`src/rtl/instr_fetch_unit.sv`:
```
// Purpose : MIPS fetch front end. Owns the PC, issues word reads to a 1-cycle
//           synchronous imem, and queues the returned words in a 2-entry buffer
//           that feeds the control decoder.
// Latency : imem_req to if_valid is 2 cycles minimum. The head is driven from
//           queue registers, so there is no combinational path from imem_rdata.
// Backpr. : if_valid/id_ready handshake. When id_ready is low the queue fills
//           to 2 entries and requests stop. No instruction is lost or repeated.
// Ports   : clk, rst_n (async active-low); imem_req/imem_addr/imem_rdata
//           (instruction memory); if_valid/if_instr/if_opcode/if_pc with
//           id_ready (decode); redirect_valid/redirect_pc (branch resolution).
//           The optional stall_cycles output is present only when the macro
//           IFETCH_STALL_CNT_EN is defined.
module instr_fetch_unit #(
  parameter int                ADDR_W   = 32,
  parameter logic [ADDR_W-1:0] RESET_PC = '0
) (
  input  logic              clk,
  input  logic              rst_n,
  output logic              imem_req,
  output logic [ADDR_W-1:0] imem_addr,
  input  logic [31:0]       imem_rdata,
  output logic              if_valid,
  output logic [31:0]       if_instr,
  output logic [5:0]        if_opcode,
  output logic [ADDR_W-1:0] if_pc,
  input  logic              id_ready,
  input  logic              redirect_valid,
  input  logic [ADDR_W-1:0] redirect_pc
`ifdef IFETCH_STALL_CNT_EN
  ,
  output logic [31:0]       stall_cycles
`endif
);

  logic [ADDR_W-1:0] r_pc;
  logic              r_run;          // low during reset so imem_req stays 0
  logic              r_inflight;
  logic              r_inflight_kill;
  logic [ADDR_W-1:0] r_inflight_pc;
  logic [1:0]        r_count;
  logic [31:0]       r_instr0;       // entry 0 is the head
  logic [ADDR_W-1:0] r_pc0;
  logic [31:0]       r_instr1;
  logic [ADDR_W-1:0] r_pc1;

  logic              w_pop;
  logic              w_push;
  logic [2:0]        w_occ;
  logic [1:0]        w_slot;
  logic              w_req;
  logic              w_unused_redirect_lsb;

  assign w_pop  = (r_count != 2'd0) && id_ready;
  // The response to a request issued just before a redirect arrives in the
  // redirect cycle. The redirect term drops that response. The kill flag keeps
  // any late response from being accepted in the cycle after the redirect.
  assign w_push = r_inflight && !r_inflight_kill && !redirect_valid;
  // Occupancy after this cycle's pop, with the outstanding read counted. A pop
  // implies count >= 1, so the subtraction cannot underflow.
  assign w_occ  = {1'b0, r_count} + {2'b00, r_inflight} - {2'b00, w_pop};
  assign w_req  = r_run && !redirect_valid && (w_occ < 3'd2);
  // Tail slot the incoming word lands in, after the pop has shifted the queue.
  assign w_slot = r_count - {1'b0, w_pop};

  assign imem_req  = w_req;
  assign imem_addr = r_pc;
  assign if_valid  = (r_count != 2'd0);
  assign if_instr  = r_instr0;
  assign if_opcode = r_instr0[31:26];
  assign if_pc     = r_pc0;

  assign w_unused_redirect_lsb = ^redirect_pc[1:0];

  always_ff @(posedge clk or negedge rst_n) begin
    if (!rst_n) begin
      r_pc            <= RESET_PC;
      r_run           <= 1'b0;
      r_inflight      <= 1'b0;
      r_inflight_kill <= 1'b0;
      r_inflight_pc   <= '0;
      r_count         <= 2'd0;
      r_instr0        <= '0;
      r_pc0           <= '0;
      r_instr1        <= '0;
      r_pc1           <= '0;
    end else begin
      r_run           <= 1'b1;
      r_inflight_kill <= redirect_valid;
      r_inflight      <= w_req;
      if (w_req) begin
        r_pc          <= r_pc + ADDR_W'(4);
        r_inflight_pc <= r_pc;
      end
      if (redirect_valid) begin
        r_pc    <= {redirect_pc[ADDR_W-1:2], 2'b00};
        r_count <= 2'd0;
      end else begin
        if (w_pop) begin
          r_instr0 <= r_instr1;
          r_pc0    <= r_pc1;
        end
        // This write comes after the shift, so it overrides the shift when
        // the pop empties entry 0.
        if (w_push) begin
          if (w_slot == 2'd0) begin
            r_instr0 <= imem_rdata;
            r_pc0    <= r_inflight_pc;
          end else begin
            r_instr1 <= imem_rdata;
            r_pc1    <= r_inflight_pc;
          end
        end
        r_count <= r_count + {1'b0, w_push} - {1'b0, w_pop};
      end
    end
  end

`ifdef IFETCH_STALL_CNT_EN
  logic [31:0] r_stall_cnt;

  // Saturating count of cycles in which decode holds off a valid head.
  // A redirect does not clear it.
  always_ff @(posedge clk or negedge rst_n) begin
    if (!rst_n) begin
      r_stall_cnt <= '0;
    end else if (if_valid && !id_ready && (r_stall_cnt != 32'hFFFF_FFFF)) begin
      r_stall_cnt <= r_stall_cnt + 32'd1;
    end
  end

  assign stall_cycles = r_stall_cnt;
`else
  // This build has no stall counter.
`endif

endmodule

```
`config.mk`:
```
export PLATFORM = sky130hd
export DESIGN_NAME = instr_fetch_unit
export DESIGN_NICKNAME = d
export VERILOG_FILES = /design/src/rtl/instr_fetch_unit.sv
export SDC_FILE = /design/constraint.sdc
export NUM_CORES = 1
export LEC_CHECK = 0
export BUFFER_PORTS_ARGS = -buffer_cell sky130_fd_sc_hd__buf_2
export CAP_MARGIN = 40
export CORE_MARGIN = 2
export CORE_UTILIZATION = 40
export DETAILED_ROUTE_END_ITERATION = 8
export GPL_TIMING_DRIVEN = 0
export PLACE_DENSITY = 0.65
export SETUP_SLACK_MARGIN = 0.3
export SYNTH_ARGS = -nofsm -noshare
export SYNTH_HDL_FRONTEND = slang
export SYNTH_SLANG_ARGS = --single-unit
```
`constraint.sdc`:
```
create_clock -name clk -period 2.7 [get_ports clk]
set_input_delay 0.135 -clock clk [delete_from_list [all_inputs] [get_ports clk]]
set_output_delay 0.135 -clock clk [all_outputs]
set_load 0.03 [all_outputs]
```
======== Word-level counts from Yosys, hierarchy flattened ========
Cells that the tools add are included.
operators by class
  bitwise gates (word level) .............. 2
  add/sub/neg operators ................... 6
  order comparisons ....................... 1
  muxes and demuxes ....................... 9
  reduce and logical (&&, ||, !) cells .... 11
operator list
  cell                     number
  $mux W32                 8
  $add A32 B3 Y32 const B  1
  $logic_and A1 B1 Y1      5
  $reduce_bool A2 Y1       2
  $sub A2 B1 Y2            2
  $add A2 B1 Y3            1
  $lt A3 B2 Y1 const B     1
  $reduce_and A3 Y1        1
  $sub A3 B1 Y3            1
  $add A2 B1 Y2            1
  $logic_not A1 Y1         2
  $logic_not A2 Y1         1
  $mux W2                  1
  $not A1 Y1               2
storage, ports and cells
  flip-flop bits (word level) ............. 197
  input port bits ......................... 68
  output and inout port bits .............. 104

======== Depth between registers and ports, before layout ========
Gate-level depths: netlist of the first run.
  depth after elaboration ................. 7
  mapped depth ............................ 13

======== Worst setup path after synthesis of the first run ========
No wires, ideal clock.
  kind .................................... register to register
  from .................................... register r_count[1]
  to ...................................... register r_pc[26] (netlist: imem_addr[26])
  buffers on the path ..................... 2
  arrival ................................. 2.727 ns
  stages on the path, launching flop included .. 14
  required time ........................... 2.556 ns
  slack ................................... -0.172 ns
  library setup time ...................... 0.144 ns
  cells stage by stage .................... dfrtp_1 or2_2 nand2_2 nor2_1 o21ai_0 fa_1 xor2_1 or3_4 inv_2 buf_6 buf_6 nand3_2 o211ai_2 o311ai_2
between the ends
  cells in the longest elaborated chain, start to end .. 6
  elaborated cells on any way between the ends .. 7
ends and longest elaborated chain
  item                                 RTL line  text
  start, declared                      40        logic [1:0] r_count;
  start signal, assigned               113       r_count <= r_count + {1'b0, w_push} - {1'b0, w_pop};
  $reduce_bool A2 Y1                   -
  named net if_valid                   22        output logic if_valid,
  $logic_and A1 B1 Y1                  53        assign w_pop = (r_count != 2'd0) && id_ready;
  $sub A3 B1 Y3                        60        assign w_occ = {1'b0, r_count} + {2'b00, r_inflight} - {2'b00, w_pop};
  $lt A3 B2 Y1                         61        assign w_req = r_run && !redirect_valid && (w_occ < 3'd2);
  $logic_and A1 B1 Y1                  61
  $reduce_bool A2 Y1 (no source line)  -
  end signal, assigned                 91        r_pc <= r_pc + ADDR_W'(4);
  end signal, assigned                 95        r_pc <= {redirect_pc[ADDR_W-1:2], 2'b00};
  end, declared                        35        logic [ADDR_W-1:0] r_pc;
The timed path passes the listed nets, and every way through them passes these cells.
A chain may end at the register's enable or synchronous reset.

======== Worst setup path after layout of the first run ========
  from .................................... register r_count[0]
  to ...................................... output port imem_req
between the ends
  cells in the longest elaborated chain, start to end .. 5
  elaborated cells on any way between the ends .. 6
ends and longest elaborated chain
  item                                                                   RTL line  text
  parallel branches: the longest is 2 deep, another holds $add A2 B1 Y3  -
  $sub A3 B1 Y3 (*)                                                      60
  $lt A3 B2 Y1 (*)                                                       61
  $logic_and A1 B1 Y1 (*)                                                61
  end, declared                                                          19        output logic imem_req,
Mark *: on every way between the ends.

==> out/results.ini, run 1 <==
[synthesis]
synthCells=776
netlist_top_cells_area=dfrtp_1, mux2_2, nand2_1
synth_top_area_cell=dfrtp_1
syn_area_mm2=0.00851
synth_warnings=0
ys_seq_area_frac=0.562
postSynthAreaPerCell_um2=11.0
synth_cell_types=57
synth.top_cell.area_share=0.562
ys_seq_elements=191

[drt]
wl_per_cell_um=17.4
wl_mm=23.1
post-route-drc-count=0
vias=6854
dr.pass1.iters=7
ant_nets=0
drt-initial-drc-count=395
via_per_inst=5.15

[clock_network]
cts_tree=built
max-clock-path-buffers=2
cts-htree-levels=4
clockRootBuffer=clkbuf_16
cts_sinks=191
clk_latency_ns=0.44
clkTransAtPathRegs_ns=0.08
numCtsBuffers=17

[global_routing]
grt_remaining_overflow=0
grt_pass1_vias=6745
grt_max_degree=119
track_usage=0.210
grt_pass1_wl_mm=36.5
antenna_found_initial=0

[timing]
maxSlewViolCount=0
slew_headroom=0.409
setup_slack_ns=-0.110
period_share=1.04
final-hold-violation-count=0
rsz0062_at_grt=true
finalClockSkew_ns=0.0119
worst_slew_pin_slew_ns=0.887
setup_viol_count_final=20
period_needed_ns=2.81
maxClockFrequency_mhz=356
timing.setup.tns_ns=-0.985

[power]
power.density_mw_per_mm2=1080
power.leakage_nw=5.53
vdd_drop_max_mv=0.445

[layout]
final_area_mm2=0.0114
fin_nets=1113
diodes=0
utilization=0.546
drive_above_1_share=0.335
syn_to_final_growth_pct=34.4

[setup_path]
cp-end-kind=output port
required_ns=2.57
worstPathMaxFanout=3
startpoint_type=register
crit_arrival_ns=2.67
setup.worst_path.class=reg -> out

[worst_hold_path]
hold_path_class=in -> reg

[placement]
hpwl_mm=15.3
port_buffers=167
place_congestion=0.832
place_area_mm2=0.00978

[flow_run]
drv_cap=0

[floorplanning]
start_util=0.406
die_h_um=150
die_x_um=150
rows=53
core_mm2=0.0210
dieArea_mm2=0.0225
num_io_pins=172

[run_status]
violations=setup timing
outcome=finished with violations

cell families after synthesis:
| family | synth area share |
|---|---|
| other | 0.000882 |
| DFF | 0.562 |
| adders and majority gates | 0.00529 |
| and+or+nand+nor | 0.139 |
| AOI/OAI and AO/OA | 0.0938 |
| muxes | 0.155 |
| xor gates and xnor gates | 0.00618 |
| buffers and inverters | 0.0387 |
worst max-delay path, stage by stage (launching register included):
cell	delay, ns
dfrtp_2	0.42
or2_4	0.28
nand2_8	0.07
nor2_4	0.04
fa_2	0.53
nand2_2	0.08
or3_4	0.36
inv_4	0.07
buf_8	0.09
buf_12	0.09
buf_12	0.10
buf_8	0.11
placed cells by master (no fill, tap or decap), types with 5 or more instances in the layout:
master and instances:
inv_1 9, buf_4 24, o21ai_1 18, nand2_1 167, mux2i_1 63, buf_2 180, o211ai_1 6, dlygate4sd3_1 63
clkbuf_16 19, nor2_1 18, mux2_2 61, nand4_1 10, a21oi_1 5, nand3_1 16, o21ai_0 65, nor3_1 6
clkbuf_1 10, buf_8 6, a221o_1 7, dfrtp_1 189
synth_stat cells (all sizes together):
library cell and number:
a211o 2, a21o 2, a21oi 6, a221o 7, a22oi 4, a31o 1
a31oi 4, a32oi 2, a41oi 1, and2 2, and3 4, buf 39
clkbuf 14, conb 2, dfrtp 191, fa 1, ha 2, inv 10
mux2 61, mux2i 63, nand2 171, nand2b 4, nand3 21, nand4 10
nand4b 1, nand4bb 1, nor2 21, nor2b 2, nor3 8, nor3b 4
nor4 5, o211ai 7, o21ai 84, o311a 1, o311ai 6, o31ai 1
o32a 2, or2 1, or3 2, xnor2 3, xor2 3
repair_timing:
item / in CTS / in global routing
hold buffers: 63 / 0
endpoints found under the hold margin: 210 / 0
pin swaps: 12 / 10
gates resized for setup: 55 / 15
setup endpoints to repair: 62 / 99
cloned: 3 / 0
setup buffers: 11 / 0
final cells by class:
cell class | count | area, um^2
multi-input combinational | 523 | 3540
clock inverter | 14 | 156
inverter | 10 | 40.0
fill | 1851 | 9520
clock buffer | 18 | 429
buffer | 53 | 442
tap | 275 | 344
timing repair buffer | 246 | 1710
sequential | 191 | 4780
per-layer routing:
metal | up-vias | wire, um | GRT usage
li1 | 3239 | - | -
met1 | 3348 | 10600 | 0.293
met2 | 244 | 10800 | 0.330
met3 | 23 | 1340 | 0.0375
met4 | 0 | 307 | 0.0726
met5 | - | 0 | 0
path summary, 6_finish.rpt:
kind	start	to	slack, ns	cells past startpoint
max reg2reg	r_count[0]$_DFF_PN0_	r_inflight_pc[21]$_DFFE_PN0P_	-0.09	12
min in group asynchronous	rst_n	if_instr[30]$_DFFE_PN0N_	0.38	2
max in group asynchronous	rst_n	r_inflight_pc[25]$_DFFE_PN0P_	1.43	3
min	redirect_pc[28]	imem_addr[28]$_DFFE_PN0P_	0.10	4
min reg2reg	r_pc1[31]$_DFFE_PN0P_	r_pc1[31]$_DFFE_PN0P_	0.49	2
max	r_count[0]$_DFF_PN0_	imem_req	-0.11	11
power by group:
group	internal, W	leakage, nW	switching [W]
clock network	0.00139	0.285	0.00117
registers	0.00395	2.49	0.000801
logic	0.00208	2.76	0.00292
per-stage QoR:
step	setup slack, ns	std cells	power, W	hold WS (ns)
after global placement	-2.12	1219	0.00900	0.257
after floorplan	0.0460	777	0.00767	-0.161
final	-0.110	1330	0.0123	0.103
after detailed placement	-0.350	1221	0.00913	0.258
after global routing	-0.179	1330	0.0130	0.0950
after CTS	-0.140	1330	0.0123	0.0194
sequential cells by signal (all words and copies together), names as in the netlist:
register,count
if_instr,32
if_pc,32
imem_addr,30
r_count,2
r_inflight,1
r_inflight_kill,1
r_inflight_pc,30
r_instr1,32
r_pc1,30
r_run,1
(Power assumes the default switching activity.)
==> inputs of run 2 (changes only) <==
PLACE_DENSITY = 0.62   (was 0.65)
clock period = 3.1 ns   (was 2.7 ns; I/O delays follow)
==> run 2 against run 1 <==
The run now ends clean. First-iteration DRC count fell by 7.1%. Via count fell by 0.47%. Combinational power fell by 20%. Sequential share of layout area rose by 1.1 points. Total power fell by 16%. Final cell count fell by 0.53%. Critical endpoint unchanged.
==> out/results.ini, run 2 (synthesized netlist as in run 1, its figures left out) <==
[drt]
wl_mm=22.5  ; -2.5%
ant_nets=0  ; unchanged
post-route-drc-count=0  ; unchanged
via_per_inst=5.16  ; about the same
wl_per_cell_um=17.0  ; -2.0%
drt-initial-drc-count=367  ; -7.1%
vias=6822  ; -0.47%
dr.pass1.iters=5  ; -2

[worst_hold_path]
hp-start=redirect_pc[30]
hold_depth=4  ; unchanged
min_to=imem_addr[30]$_DFFE_PN0P_
hold_path_class=in -> reg

[clock_network]
max-clock-path-buffers=2  ; unchanged
numCtsBuffers=17  ; unchanged
clkTransAtPathRegs_ns=0.07  ; about the same
cts-htree-levels=4  ; unchanged
cts_sinks=191  ; unchanged
clk_latency_ns=0.43  ; about the same
clockRootBuffer=clkbuf_16
cts_tree=built

[power]
vdd_drop_max_mv=0.342  ; -23%
power_frac_comb=0.386  ; -0.020
power.internal_w=0.00620  ; -16%
total_power_w=0.0104  ; -16%
pwr-share-clk=0.218  ; +0.010
power.leakage_nw=5.35  ; -3.3%
power.density_mw_per_mm2=932  ; -13%
pwr-share-seq=0.396  ; +0.010
p_sw_frac=0.404  ; +0.00588
p_sw_w=0.00419  ; -14%

[timing]
rsz0062_at_grt=true
maxClockFrequency_mhz=356
period_needed_ns=2.81
maxSlewViolCount=0  ; unchanged
setup_viol_count_final=0  ; -100%
finalClockSkew_ns=0.0151  ; +0.00321 ns
worst_slew_pin_slew_ns=0.872  ; -0.0151 ns
timing.setup.tns_ns=0  ; +0.985 ns
slew_headroom=0.419  ; +0.0101
final-hold-violation-count=0  ; unchanged
period_share=0.907
fin_hold_ws_ns=0.0224  ; -0.0801 ns

[layout]
diodes=0  ; unchanged
final-seq-area_mm2=0.00478  ; about the same
fin_nets=1106  ; -0.63%
final_cell_mix=dfrtp_1, buf_2, nand2_1
fillers=1921  ; +3.8%
drive_above_1_share=0.323  ; -0.0121
final_area_mm2=0.0111  ; -2.5%
syn_to_final_growth_pct=31.0
final_common_cell=dfrtp_1
multiInputGateArea_mm2=0.00346  ; -2.1%

[setup_path]
crit_arrival_ns=2.66  ; about the same
required_ns=2.94  ; +0.37 ns
cp-end-kind=output port
worstPathMaxFanout=3  ; unchanged
startpoint_type=register
setup.worst_path.class=reg -> out
reg2reg_slack_ns=0.32  ; +0.41 ns
reg2reg_depth=13  ; +1
r2r-end=imem_addr[26]$_DFFE_PN0P_
reg2reg_from=r_count[0]$_DFF_PN0_

[placement]
place_area_mm2=0.00975  ; -0.31%
place_congestion=0.821  ; -1.3%
hpwl_mm=15.4  ; +0.80%
port_buffers=167  ; unchanged

[flow_run]
drv_cap=0  ; unchanged

[floorplanning]
die_x_um=150  ; unchanged
dieArea_mm2=0.0225  ; unchanged
num_io_pins=172  ; unchanged
die_h_um=150  ; unchanged
start_util=0.406  ; unchanged
rows=53  ; unchanged
core_mm2=0.0210  ; unchanged

[global_routing]
grtUsageMet1=0.285  ; -0.00793
grt_pass1_vias=6721  ; -0.36%
grt_busiest_layer=met2
track_usage=0.204  ; -0.00591
grt_util_met3=0.0436  ; +0.00610
grt_remaining_overflow=0  ; unchanged
antenna_found_initial=0  ; unchanged
grt_max_degree=116  ; -2.5%
grt_pass1_wl_mm=35.4  ; -2.9%
grt_util_met2=0.321  ; -0.00913

[run_status]
outcome=complete, no violations

==> run 2: layout make-up <==
class,instances,share of cell area
Clock buffer,18,0.0385
Inverter,10,0.00359
Buffer,53,0.0305
Timing Repair Buffer,239,0.141
Tap cell,275,0.0309
Multi-Input combinational cell,523,0.311
Sequential cell,191,0.429
Clock inverter,14,0.0157
==> run 2: repair_timing <==
item | in CTS | in global routing
buffers inserted | 8 | 1
setup endpoints to repair | 54 | 48
pin swaps | 3 | 3
hold buffers | 61 | 0
endpoints found under the hold margin | 205 | 0
resized for setup | 18 | 24
==> run 2: metrics by stage <==
step / utilization / worst slack [ns] / std cells
3_5_place_dp: 0.465 / -0.0630 / 1221
6_report: 0.532 / 0.288 / 1323
5_1_grt: 0.532 / 0.173 / 1323
3_3_place_gp: 0.463 / -1.76 / 1219
2_1_floorplan: - / 0.339 / 777
4_1_cts: 0.529 / 0.256 / 1322
==> run 2: layer usage <==
metal	vias to the layer above	share of wire
met3	17	0.064
li1	3236	-
met5	-	0
met2	248	0.46
met1	3321	0.46
met4	0	0.011
==> run 2: worst max-delay path by stage <==
stage,slack [ns],startpoint,endpoint,cells after the start
after CTS,0.26,r_count[1]$_DFF_PN0_,imem_req,11
after global placement,-1.76,rst_n,r_count[1]$_DFF_PN0_,1
after global routing,0.17,r_count[0]$_DFF_PN0_,imem_req,12
after floorplan,0.34,r_count[1]$_DFF_PN0_,imem_addr[26]$_DFFE_PN0P_,13
after detailed placement,-0.06,r_count[1]$_DFF_PN0_,imem_req,12
final,0.29,r_count[0]$_DFF_PN0_,imem_req,11
==> run 2: worst max-delay path: stages, from the launching register on <==
cell and delay, ns:
dfrtp_1 0.40, or2_4 0.27, nand2_4 0.08, nor2_4 0.05, fa_2 0.55, nand2_4 0.06
or3_4 0.35, inv_4 0.07, buf_8 0.09, buf_12 0.09, buf_12 0.10, buf_8 0.11
==> run 2: power groups by stage <==
stage	clock [W]	sequential [W]	combinational, W
2_1_floorplan	0	0.00489	0.00175
3_3_place_gp	0	0.00415	0.00365
3_5_place_dp	0	0.00417	0.00374
4_1_cts	0.00232	0.00412	0.00397
5_1_grt	0.00243	0.00425	0.00436
6_report	0.00226	0.00412	0.00401
